File: config.mk
export PLATFORM = sky130hd
export DESIGN_NAME = fetch_stage
export DESIGN_NICKNAME = d
export VERILOG_FILES = /design/src/rtl/fetch_stage.sv
export SDC_FILE = /design/constraint.sdc
export NUM_CORES = 1
export LEC_CHECK = 0
export BUFFER_PORTS_ARGS = -buffer_cell sky130_fd_sc_hd__buf_2
export CAP_MARGIN = 10
export CORE_MARGIN = 8
export CORE_UTILIZATION = 24
export DETAILED_ROUTE_END_ITERATION = 16
export GPL_TIMING_DRIVEN = 0
export PLACE_DENSITY = 0.45
export SYNTH_ARGS = -nofsm -noshare
export SYNTH_HDL_FRONTEND = slang
export SYNTH_SLANG_ARGS = --single-unit
File: constraint.sdc
create_clock -name clk -period 2.7 [get_ports clk]
set_input_delay 0.405 -clock clk [delete_from_list [all_inputs] [get_ports clk]]
set_output_delay 0.405 -clock clk [all_outputs]
set_load 0.01 [all_outputs]
File: src/rtl/fetch_stage.sv
// Instruction fetch stage: PC register, IF/ID pipeline register and a one-entry
// holding buffer that absorbs a word returned while decode is stalled.
module fetch_stage #(
  parameter logic [31:0] RESET_PC = 32'h0000_0000
) (
  input  logic        clk,
  input  logic        rst_n,
  output logic [31:0] imem_addr,
  output logic        imem_req,
  input  logic        imem_ready,
  input  logic [31:0] imem_rdata,
  input  logic        stall,
  input  logic        flush,
  input  logic        branch_taken,
  input  logic        jump,
  input  logic [31:0] sign_ext_imm,
  output logic        if_id_valid,
  output logic [31:0] if_id_instr,
  output logic [31:0] if_id_pc4,
  output logic [15:0] imm
);

  typedef enum logic {
    FETCH = 1'b0,
    HOLD  = 1'b1
  } state_t;

  state_t      state_r;
  logic [31:0] pc_r;
  logic [31:0] buf_r;
  logic        valid_r;
  logic [31:0] instr_r;
  logic [31:0] pc4_r;

  logic        redirect_s;
  logic [31:0] pc_plus4_s;
  logic [31:0] branch_tgt_s;
  logic [31:0] jump_tgt_s;
  logic [31:0] target_s;

  // Redirect qualification and target selection; jump wins over branch.
  always_comb begin
    redirect_s   = 1'b0;
    pc_plus4_s   = pc_r + 32'd4;
    branch_tgt_s = pc4_r + {sign_ext_imm[29:0], 2'b00};
    jump_tgt_s   = {pc4_r[31:28], instr_r[25:0], 2'b00};
    target_s     = branch_tgt_s;
    if (!stall && valid_r && (branch_taken || jump)) begin
      redirect_s = 1'b1;
    end else begin
      redirect_s = 1'b0;
    end
    if (jump) begin
      target_s = jump_tgt_s;
    end else begin
      target_s = branch_tgt_s;
    end
  end

  // PC, IF/ID register, holding buffer and FETCH/HOLD state.
  always_ff @(posedge clk or negedge rst_n) begin
    if (!rst_n) begin
      state_r <= FETCH;
      pc_r    <= RESET_PC;
      buf_r   <= 32'h0000_0000;
      valid_r <= 1'b0;
      instr_r <= 32'h0000_0000;
      pc4_r   <= 32'h0000_0000;
    end else if (flush || redirect_s) begin
      // Any buffered or same-cycle word belongs to the squashed path.
      state_r <= FETCH;
      valid_r <= 1'b0;
      buf_r   <= 32'h0000_0000;
      if (redirect_s) begin
        pc_r <= target_s;
      end
    end else begin
      case (state_r)
        FETCH: begin
          if (stall) begin
            if (imem_ready) begin
              buf_r   <= imem_rdata;
              state_r <= HOLD;
            end
          end else if (imem_ready) begin
            instr_r <= imem_rdata;
            pc4_r   <= pc_plus4_s;
            valid_r <= 1'b1;
            pc_r    <= pc_plus4_s;
          end else begin
            valid_r <= 1'b0;
          end
        end
        HOLD: begin
          if (!stall) begin
            instr_r <= buf_r;
            pc4_r   <= pc_plus4_s;
            valid_r <= 1'b1;
            pc_r    <= pc_plus4_s;
            state_r <= FETCH;
          end
        end
        default: begin
          state_r <= FETCH;
          valid_r <= 1'b0;
        end
      endcase
    end
  end

  assign imem_addr   = pc_r;
  assign imem_req    = rst_n && (state_r == FETCH);
  assign if_id_valid = valid_r;
  assign if_id_instr = instr_r;
  assign if_id_pc4   = pc4_r;
  assign imm         = instr_r[15:0];

endmodule

# Yosys cells after proc, flatten, opt, wreduce, memory -nomap -nowiden
# Index checks and enable logic that the tools add are counted.
classes:
  n_reduce_logical: 12
  n_bitwise: 2
  n_eq_ne: 8
  n_mux: 24
  add_sub_neg: 2
ops:
  columns: ["op", "count"]
  rows:
  - ["$mux 32", 12]
  - ["$pmux 32 s2", 2]
  - ["$add 32x3->32 const B", 1]
  - ["$add 32x32->32", 1]
  - ["$mux 1", 8]
  - ["$ne 2x2->1 const B", 4]
  - ["$reduce_and 4->1", 2]
  - ["$ne 3x3->1 const B", 2]
  - ["$pmux 1 s2", 2]
  - ["$reduce_bool 2->1", 2]
  - ["$logic_and 1x1->1", 3]
  - ["$ne 3x2->1 const B", 1]
  - ["$reduce_and 3->1", 1]
  - ["$logic_or 1x1->1", 2]
  - ["$ne 2x1->1 const B", 1]
  - ["$not 1->1", 2]
  - ["$reduce_and 2->1", 1]
  - ["$logic_not 1->1", 1]
totals:
  register_bits: 130
  out_inout_bits: 114
  input_bits: 71
  wordCells: 54

# Depth between registers and ports, before layout
depth:
  word_depth: 7
  depth_mapped: 11
  mapped_depth_nobuf: 11

# Worst setup path after synthesis
# Ideal clock, no wire load.
synth_timing:
  path_kind: "reg2reg"
  startpoint: "register pc4_r[2], in the netlist if_id_pc4[2]"
  endpoint: "register pc_r[28], in the netlist imem_addr[28]"
  path_stages_with_launch: 12
  required_ns: 2.596
  n_path_buf: 0
  arrival_ns: 2.854
  synth_period_minus_slack_ns: 2.958
  setup_ns: 0.104
  path_slack_ns: -0.258
  cell_sequence: "dfrtp_1 ha_1 fa_1 a211oi_1 o21bai_1 o211ai_1 o211ai_1 a221oi_2 o21bai_1 a21oi_1 xor2_1 a221oi_1"
synth_via:
  elab_chain_cells: 4
synth_lines:
  columns: ["item", "line_no", "source"]
  rows:
  - ["start, declared", "33", "logic [31:0] pc4_r;"]
  - ["start signal, assigned", "87", "pc4_r <= pc_plus4_s;"]
  - ["start signal, assigned", "97", "pc4_r <= pc_plus4_s;"]
  - ["$add 32x32->32", "45", "branch_tgt_s = pc4_r + {sign_ext_imm[29:0], 2'b00};"]
  - ["$mux 32", "53", "if (jump) begin"]
  - ["$mux 32", "74", "if (redirect_s) begin"]
  - ["$mux 32", "69", "end else if (flush || redirect_s) begin"]
  - ["end signal, assigned", "75", "pc_r <= target_s;"]
  - ["end signal, assigned", "89", "pc_r <= pc_plus4_s;"]
  - ["end signal, assigned", "99", "pc_r <= pc_plus4_s;"]
  - ["end, declared", "29", "logic [31:0] pc_r;"]
# Every way passes these cells. The select of a mux whose other input is x is not followed.
# A chain may end at the register's enable or synchronous reset.

# Worst setup path after layout
layout_timing:
  startpoint: "register pc4_r[2], in the netlist if_id_pc4[2]"
  endpoint: "register pc_r[20], in the netlist imem_addr[20]"
# Same word-level chain as after synthesis.

==> results.sh <==
export IMPL_grt_first_pass_wirelength_mm=44.0
export IMPL_pin_count=185
export IMPL_ir_drop_uv=426
export IMPL_crit_path_end_kind="flip-flop"
export IMPL_grt_ovfl_total=0
export IMPL_drv_slew=0
export IMPL_critPathLaunchType="flip-flop"
export IMPL_ff2ff_path_depth=13
export IMPL_instances_no_fill=1550
export IMPL_relSlewSlack_pct=44.2
export IMPL_die_area_um2=38500
export IMPL_start_util_pct=24.1
export IMPL_hold_violations=4
export IMPL_detailedPlace_worstSlack_ns=-0.710
export IMPL_clk_latency_ns=0.43
export IMPL_path_clk_slew_ns=0.06
export IMPL_cts_inserted_buffers=17
export IMPL_worstPathArrival_ns=3.32
export IMPL_vias=6964
export IMPL_dr_pass1_iters=6
export IMPL_syn_inst=881
export IMPL_fin_crit_ns=3.01
export IMPL_p_leak_nw=4.61
export IMPL_period_share_pct=112
export IMPL_syn2layout_area_growth_pct=31.6
export IMPL_status="finished with violations"
export IMPL_cts_root_buffer="clkbuf_16"
export IMPL_rrSetupSlack_ns=-0.31
export IMPL_wl_mm=29.2
export IMPL_syn_nets=983
export IMPL_r2r_end="imem_addr[20]"
export IMPL_clock_path_buffers=2
export IMPL_cts_sinks=130
export IMPL_synth_area_per_cell_um2=8.85
export IMPL_fin_nets=1197
export IMPL_synth_ff_type="dfrtp_1"
export IMPL_cap_violations=0
export IMPL_row_count=66
export IMPL_synth_most_common_cell="nand2_1"
export IMPL_coreArea_um2=32300
export IMPL_power_density_nw_per_um2=934
export IMPL_ys_warn_count=0
export IMPL_drt_initial_drc_count=370
export IMPL_wl_per_cell_um=18.8
export IMPL_async_flop_share_pct=100
export IMPL_fin_worst_skew_ns=0.00968
export IMPL_cts_tree="done"
export IMPL_hpwl_mm=22.6
export IMPL_worst_slack_ns=-0.312
export IMPL_dp_cells=1506
export IMPL_grt_max_degree=68
export IMPL_route_detailed_drc=0
export IMPL_synthTopCellsByArea="dfrtp_1, nand2_1, o21ai_0"
export IMPL_antennaDiodeCount=0
export IMPL_yosys_area_top_type="dfrtp_1"
export IMPL_antenna_found_initial=2
export IMPL_ys_seq_area_share_pct=41.7
export IMPL_synth_area_um2=7800
export IMPL_ys_types=61
export IMPL_synth_top_cell_area_share_pct=41.7
export IMPL_drive_gt1_share_pct=27.8
export IMPL_cp_max_fo=3
export IMPL_path_class="reg2reg"
export IMPL_worst_pin_slew_ns=0.836
export IMPL_grt_total_usage_pct=15.0
export IMPL_cts_hold_fix_buffers=0
export IMPL_r2r_start="if_id_pc4[2]"
export IMPL_via_per_inst=4.49
export IMPL_synth_seq_cells=130
export IMPL_hold_class="in2async"
export IMPL_synth_edf_count=0
export IMPL_grt_pass1_vias=7022
export IMPL_fmax_mhz=332
export IMPL_synth_common_cells="nand2_1, dfrtp_1, o21ai_0"
export IMPL_die_w_um=196
export IMPL_ant_nets=0
export IMPL_final_setup_viol_count=8
export IMPL_fin_hold_ws_ns=-0.0137
export IMPL_rsz0062_at_grt="yes"
export IMPL_port_buffers=182
export IMPL_chipHeight_um=196
export IMPL_power_total_mw=9.58
export IMPL_violations="hold timing, setup timing"
export IMPL_critPathRequiredTime_ns=3.01
export IMPL_gp_routability_congestion=0.799
export IMPL_htreeDepth=4
==> sequential cells by signal, indices dropped and copies added, names as in the netlist <==
| register | flops |
|---|---|
| if_id_pc4 | 32 |
| state_r | 1 |
| imem_addr | 32 |
| if_id_instr | 32 |
| if_id_valid | 1 |
| buf_r | 32 |
==> where the power goes <==
part	internal (mW)	switching, mW	total, mW
clock network	1.37	0.981	2.35
registers	2.43	0.711	3.14
logic	1.84	2.24	4.08
total	5.65	3.93	9.58
==> metal layers <==
metal,up-vias,track usage [%],routed length (µm)
met3,30,2.81,997
li1,3486,-,-
met5,-,0,19
met1,3310,19.5,13700
met4,4,4.35,519
met2,134,24.9,14000
==> layout by cell type (no fill, tap or decap), types with 4 or more instances in the layout <==
| cell | Yosys | final |
|---|---|---|
| a21oi_1 | 76 | 69 |
| buf_2 | 0 | 181 |
| a21oi_2 | 0 | 5 |
| nand2_1 | 191 | 190 |
| a21o_1 | 13 | 13 |
| clkbuf_16 | 0 | 17 |
| o21ai_0 | 82 | 80 |
| nor2_1 | 43 | 41 |
| o211ai_1 | 4 | 4 |
| inv_6 | 0 | 5 |
| o21ai_1 | 5 | 5 |
| ha_1 | 30 | 18 |
| o21a_1 | 4 | 4 |
| a31oi_1 | 4 | 4 |
| and3_1 | 4 | 4 |
| ha_4 | 0 | 9 |
| mux2i_1 | 35 | 35 |
| buf_6 | 3 | 5 |
| xnor2_1 | 42 | 40 |
| nand3_1 | 13 | 12 |
| nor3_1 | 9 | 8 |
| dfrtp_1 | 130 | 129 |
| nand3b_1 | 7 | 7 |
| nand4_1 | 6 | 6 |
| a211oi_1 | 15 | 12 |
| buf_4 | 20 | 33 |
| clkbuf_1 | 35 | 32 |
| inv_1 | 10 | 10 |
| xor2_1 | 37 | 34 |
==> stage by stage <==
step	area, µm²	util [%]	TNS, ns
after global placement	9270	28.7	-137.41
after floorplan	7810	-	-0.0379
after CTS	10100	31.2	-1.22
after detailed placement	9300	28.8	-19.38
final	10300	31.8	-1.33
after global routing	10300	31.8	-2.96
==> kinds of logic after synthesis <==
group / after synthesis / synth area share [%]
compound gates: 233 / 17.8
xor+xnor: 80 / 9.08
fa+ha+maj: 31 / 5.07
buf+inv: 73 / 5.02
flops: 130 / 41.7
mux: 35 / 4.49
simple gates: 299 / 16.8
==> area by class of cell <==
| class | count | area, µm² |
|---|---|---|
| buffer | 61 | 349 |
| clock buffer | 18 | 429 |
| clock inverter | 14 | 154 |
| fill | 3458 | 22000 |
| inverter | 10 | 37.5 |
| multi-input combinational | 678 | 4430 |
| sequential | 130 | 3250 |
| tap | 442 | 553 |
| timing repair buffer | 197 | 1050 |
==> timing repair <==
| item | 4_1_cts | 5_1_grt |
|---|---|---|
| pin swaps | 16 | 18 |
| buffers inserted | 8 | 7 |
| gates resized for setup | 25 | 29 |
| endpoints found under the setup margin | 57 | 55 |
==> worst max path at each step <==
stage / from / end / slack, ns / depth (start not counted)
after floorplan: if_id_pc4[2] / imem_addr[28] / -0.04 / 11
after global placement: rst_n / imem_req / -1.01 / 3
after detailed placement: sign_ext_imm[0] / imem_addr[28] / -0.71 / 12
after CTS: if_id_pc4[2] / imem_addr[28] / -0.31 / 13
after global routing: if_id_pc4[2] / imem_addr[28] / -0.42 / 13
final: if_id_pc4[2] / imem_addr[20] / -0.31 / 13
==> critical path, cell delays in order (launching register included) <==
cell,delay [ns]
dfrtp_1,0.38
ha_2,0.18
fa_2,0.38
a211oi_2,0.26
o21bai_2,0.11
o211ai_1,0.18
buf_4,0.15
buf_4,0.12
o221ai_2,0.14
a221o_1,0.34
a21oi_2,0.15
xor2_1,0.28
o211ai_1,0.12
o31a_1,0.11
Note: power is estimated with default switching activity, not from simulation.
